**src/rtl/fp_div_issue.sv**
```systemverilog
// Two-entry issue FIFO in front of an FP divider: classifies operand pairs and flushes denormals at push.
// Optional macro FP_DIV_ISSUE_STATS_EN adds a saturating divide-by-zero pop counter (div0_cnt).
module fp_div_issue #(
  parameter int m = 8,
  parameter int n = 23
) (
  input  logic           clk,
  input  logic           rst,
  input  logic           flush,
  input  logic           in_valid,
  output logic           in_ready,
  input  logic [m+n:0]   a_in,
  input  logic [m+n:0]   b_in,
  input  logic [1:0]     o,
  output logic           out_valid,
  input  logic           out_ready,
  output logic [m+n:0]   a_out,
  output logic [m+n:0]   b_out,
  output logic [1:0]     o_out,
  output logic [2:0]     cls
`ifdef FP_DIV_ISSUE_STATS_EN
  ,
  output logic [15:0]    div0_cnt
`endif
);

  function automatic logic exp_ones(input logic [m+n:0] x);
    return &x[m+n-1:n];
  endfunction

  function automatic logic exp_zero(input logic [m+n:0] x);
    return ~|x[m+n-1:n];
  endfunction

  function automatic logic is_nan(input logic [m+n:0] x);
    return exp_ones(x) && (|x[n-1:0]);
  endfunction

  function automatic logic is_inf(input logic [m+n:0] x);
    return exp_ones(x) && !(|x[n-1:0]);
  endfunction

  // Zero and denormal both collapse to a signed zero.
  function automatic logic [m+n:0] ftz(input logic [m+n:0] x);
    return exp_zero(x) ? {x[m+n], {(m+n){1'b0}}} : x;
  endfunction

  function automatic logic [2:0] classify(input logic [m+n:0] a, input logic [m+n:0] b);
    if (is_nan(a) || is_nan(b))      return 3'd4;
    else if (is_inf(a) || is_inf(b)) return 3'd3;
    else if (exp_zero(b))            return 3'd2;
    else if (exp_zero(a))            return 3'd1;
    else                             return 3'd0;
  endfunction

  logic [1:0]   cnt_q, cnt_d;
  logic         in_ready_q, out_valid_q;
  logic [m+n:0] ha_q, ha_d, hb_q, hb_d, ta_q, ta_d, tb_q, tb_d;
  logic [1:0]   ho_q, ho_d, to_q, to_d;
  logic [2:0]   hc_q, hc_d, tc_q, tc_d;
  logic [m+n:0] na, nb;
  logic [2:0]   nc;
  logic         push, pop;

  assign push = in_valid && in_ready_q;
  assign pop  = out_valid_q && out_ready;
  assign na   = ftz(a_in);
  assign nb   = ftz(b_in);
  assign nc   = classify(a_in, b_in);

  always_comb begin
    cnt_d = cnt_q;
    ha_d = ha_q; hb_d = hb_q; ho_d = ho_q; hc_d = hc_q;
    ta_d = ta_q; tb_d = tb_q; to_d = to_q; tc_d = tc_q;
    if (flush) begin
      cnt_d = 2'd0;
      ha_d = '0; hb_d = '0; ho_d = '0; hc_d = '0;
    end else if (push && pop) begin
      // Only reachable at count 1: the new entry replaces the departing head.
      ha_d = na; hb_d = nb; ho_d = o; hc_d = nc;
    end else if (push) begin
      if (cnt_q == 2'd0) begin
        ha_d = na; hb_d = nb; ho_d = o; hc_d = nc;
      end else begin
        ta_d = na; tb_d = nb; to_d = o; tc_d = nc;
      end
      cnt_d = cnt_q + 2'd1;
    end else if (pop) begin
      if (cnt_q == 2'd2) begin
        ha_d = ta_q; hb_d = tb_q; ho_d = to_q; hc_d = tc_q;
      end else begin
        ha_d = '0; hb_d = '0; ho_d = '0; hc_d = '0;
      end
      cnt_d = cnt_q - 2'd1;
    end
  end

  always_ff @(posedge clk or posedge rst) begin
    if (rst) begin
      cnt_q       <= 2'd0;
      in_ready_q  <= 1'b0;
      out_valid_q <= 1'b0;
      ha_q <= '0; hb_q <= '0; ho_q <= '0; hc_q <= '0;
      ta_q <= '0; tb_q <= '0; to_q <= '0; tc_q <= '0;
    end else begin
      cnt_q       <= cnt_d;
      in_ready_q  <= (cnt_d != 2'd2);
      out_valid_q <= (cnt_d != 2'd0);
      ha_q <= ha_d; hb_q <= hb_d; ho_q <= ho_d; hc_q <= hc_d;
      ta_q <= ta_d; tb_q <= tb_d; to_q <= to_d; tc_q <= tc_d;
    end
  end

  assign in_ready  = in_ready_q;
  assign out_valid = out_valid_q;
  assign a_out     = ha_q;
  assign b_out     = hb_q;
  assign o_out     = ho_q;
  assign cls       = hc_q;

`ifdef FP_DIV_ISSUE_STATS_EN
  logic [15:0] div0_q;

  always_ff @(posedge clk or posedge rst) begin
    if (rst)
      div0_q <= 16'd0;
    else if (pop && (hc_q == 3'd2) && (div0_q != 16'hFFFF))
      div0_q <= div0_q + 16'd1;
  end

  assign div0_cnt = div0_q;
`endif

endmodule

```
**config.mk**
```make
export PLATFORM = sky130hd
export DESIGN_NAME = fp_div_issue
export DESIGN_NICKNAME = d
export VERILOG_FILES = /design/src/rtl/fp_div_issue.sv
export SDC_FILE = /design/constraint.sdc
export NUM_CORES = 1
export LEC_CHECK = 0
export BUFFER_PORTS_ARGS = -buffer_cell sky130_fd_sc_hd__buf_4
export CAP_MARGIN = 20
export CORE_MARGIN = 4
export CORE_UTILIZATION = 29
export DETAILED_ROUTE_END_ITERATION = 8
export GPL_ROUTABILITY_DRIVEN = 0
export SETUP_SLACK_MARGIN = 0.5
export SYNTH_ARGS = -nofsm -noshare
export SYNTH_HDL_FRONTEND = slang
export SYNTH_SLANG_ARGS = --single-unit
```
**constraint.sdc**
```tcl
create_clock -name clk -period 4.3 [get_ports clk]
set_input_delay 0.86 -clock clk [delete_from_list [all_inputs] [get_ports clk]]
set_output_delay 0.86 -clock clk [all_outputs]
set_load 0.01 [all_outputs]
```
==> summary.txt <==
Run status
  – Status: finished clean

Logic synthesis
  – Synth Cell Area: 5980 sq um
  – Flops & latches, synth: between 100 and 150
  – Sequential share of the synthesized area: approximately three fifths
  – Leading area contributor after synthesis: dfrtp_1
  – Most instantiated library cell after synthesis: dfrtp_1
  – Number of enable-type register cells in the synthesized netlist: 0
  – Commonest cells post-synth: dfrtp_1 (142), nand2_1 (76), a22oi_1 (66)
  – Dominant synthesized flop cell: dfrtp_1
  – Post-synth top area share: 59.4%
  – Syn. warnings: 0
  – Synth cell types: 37
  – Post-synthesis net count: roughly 600
  – Top cells by area in the synthesized netlist: dfrtp_1 (59%), a22oi_1 (8.3%), a22o_1 (6.7%), nand2_1 (4.8%), mux2_2 (4.0%)
  – Post-synthesis average cell area: 11.4 sq um
  – Post-synthesis async set-or-reset flop share: between 90% and 100%
  – Cells after Synth: approximately 520

Route
  – DRC errors left: 0
  – Average wire length per cell after detail routing: around 17 microns
  – First-pass detailed-route iteration total: 6
  – Number of nets with antenna violations after routing: 0
  – Total wirelength of the detailed-routed design: about 16000 microns
  – Vias per std cell: a little under 5
  – Drt initial violations: roughly 180
  – Via count: ~4600

Min path
  – Tightest Hold Check Type: input pin to asynchronous set/reset pin

Floorplanning
  – Io pins: between 100 and 150
  – CORE AREA: between 20000 and 25000 sq um
  – Area of the die: about 23000 sq um
  – Initial core utilization: slightly below 30%
  – Die X: roughly 150 microns
  – Height of the chip: around 150 microns
  – Core Rows: 52

Timing
  – Transition time at the pin with the least slew margin: 998 ps
  – Final Skew: between 9 and 10 ps
  – Setup TNS Final: 0 ps
  – Achievable frequency: ~400 MHz
  – Slew HR: between 30% and 40%
  – Min cycle time layout: approximately 2500 ps
  – Final worst path period share: a little under three fifths
  – Final hold vios: 0
  – Fin. max-slew vios: 0
  – Final setup violation count: 0
  – Unrepaired setup endpoints after global routing: false

Clock network
  – Clock sink total: 142
  – Number of gates given a new drive strength after cts: 0
  – Maximum buffer depth of the clock tree: 2
  – CTS tree: built
  – Count of hold-fix buffers inserted at cts: 0
  – H-tree depth: 4
  – Cell chosen for the clock root: clkbuf_16
  – Number of setup buffers added after CTS: 0
  – TritonCTS Buffers: 17
  – Clock latency on the worst-skew pair: ~410 ps
  – CTS clock-pin slew for the worst setup and hold paths: approximately 70 ps

Global route
  – Overflow left after global routing: 0
  – Overall global routing resource usage: between 10% and 20%
  – Maximum number of pins on one net before global-route repair: 73
  – Number of antenna violations at the first check in global routing: 0
  – Wire length of the first global-routing pass: 25000 microns
  – Via count of the first global-routing pass: about 4700

Worst setup path
  – Critical path launch point type: input pin
  – Crit path max fanout: 52
  – Critical path data required time: between 4000 and 5000 ps
  – Worst Path Class, Setup: input pin to flip-flop
  – Endpoint arrival time on the critical path: 2760 ps
  – Critical Path End Type: flip-flop

Job
  – Maximum capacitance violations: 0

Power
  – Overall power after layout: 4.71 mW
  – Worst vdd ir: between 300 and 400 uV
  – Pwr dens: approximately 600 nW/um^2
  – Leak pwr: 3.52 nW

Final layout
  – Footprint of the flip-flops and latches: ~3600 sq um
  – Layout Nets: 727
  – Final antenna diode count: 0
  – Combined area of the multi-input logic cells: 2200 sq um
  – Fillers: between 2000 and 2500
  – Share of layout cells above drive strength 1: 32.7%
  – Area growth from synthesis to layout: 31.7%

Placed design
  – Count of input and output buffers: approximately 140
  – Estimated wirelength of the detail-placed design: 10400 microns
## placed cells by master, fill, tap and decap left out, drive strengths merged, types with 2 or more instances in the layout
| cell | count |
|---|---|
| buf | 152 |
| dfrtp | 142 |
| nand2 | 76 |
| o21ai | 69 |
| a22oi | 66 |
| a22o | 46 |
| mux2 | 21 |
| clkbuf | 18 |
| nor2 | 14 |
| nor4 | 10 |
| inv | 9 |
| nand4 | 6 |
| clkinv | 5 |
| or4 | 4 |
| a21oi | 3 |
| nor3 | 2 |
| or2 | 2 |
| o31ai | 2 |
| and3b | 2 |
| o41ai | 2 |
| xnor2 | 2 |
| clkinvlp | 2 |
| ha | 2 |
| bufinv | 2 |
## critical path, stage by stage
cell and delay, ps:
buf_4 110, nand2_1 120, nor2_1 60, buf_4 220, nand3b_1 110, buf_4 280, buf_4 570, mux2_2 400
## path summary, 6_finish.rpt
kind                       depth (start not counted)         to      from  slack (ps)
setup / recovery                                   8   ta_q[24]  in_valid        1840
hold / removal                                     2   a_out[9]       rst         320
setup reg to reg                                   7   tb_q[13]  in_ready        1980
hold reg to reg                                    2    tc_q[1]   tc_q[1]         480
max in group asynchronous                          4  a_out[24]       rst        3090
min in group clk                                   2    tc_q[1]   tc_q[1]         480
## per-layer routing
layer  up-vias  GRT usage (%)  part of all wire, %
met5         -              0                    0
met4         0           3.82                  1.1
met3         9           4.85                  6.4
met2       115           21.8                   47
met1      2229           18.7                   45
li1       2204              -                    -
## state kept, by name, indices dropped and copies added, names as in the netlist
register and flops:
cnt_q 2, cls 3, in_ready 1, tb_q 32, a_out 32, out_valid 1, to_q 2, o_out 2
tc_q 3, ta_q 32, b_out 32
## metrics by stage
| stage | setup slack [ps] | instances | utilization (%) | cell area, sq um | hold WS (ps) |
|---|---|---|---|---|---|
| floorplan | 1660 | 524 | - | 5980 | 441 |
| global route | 1610 | 937 | 38.9 | 7870 | 293 |
| finish | 1840 | 937 | 38.9 | 7870 | 321 |
| global placement | 1380 | 904 | 35.9 | 7260 | 459 |
| CTS | 1770 | 936 | 38.8 | 7850 | 480 |
| detailed placement | 1350 | 904 | 35.9 | 7260 | 467 |
## where the power goes
part	total (mW)	switching [mW]	internal (mW)
registers	2.02	0.240	1.78
clock network	1.49	0.605	0.882
logic	1.21	0.602	0.609
## kinds of logic after synthesis
logic type	share of synthesized area (%)
compound gates	22.5
xor+xnor	0.293
fa+ha+maj	0.418
buf+inv	3.95
flops	59.4
mux	3.95
simple gates	9.50
## cell type report
type,instances,area share [%]
Multi-Input combinational cell,337,28.0
Clock buffer,18,5.58
Tap cell,270,4.29
Inverter,4,0.238
Sequential cell,142,45.1
Timing Repair Buffer,152,14.8
Clock inverter,14,1.99
No activity file was read; power rests on OpenSTA's default activity.
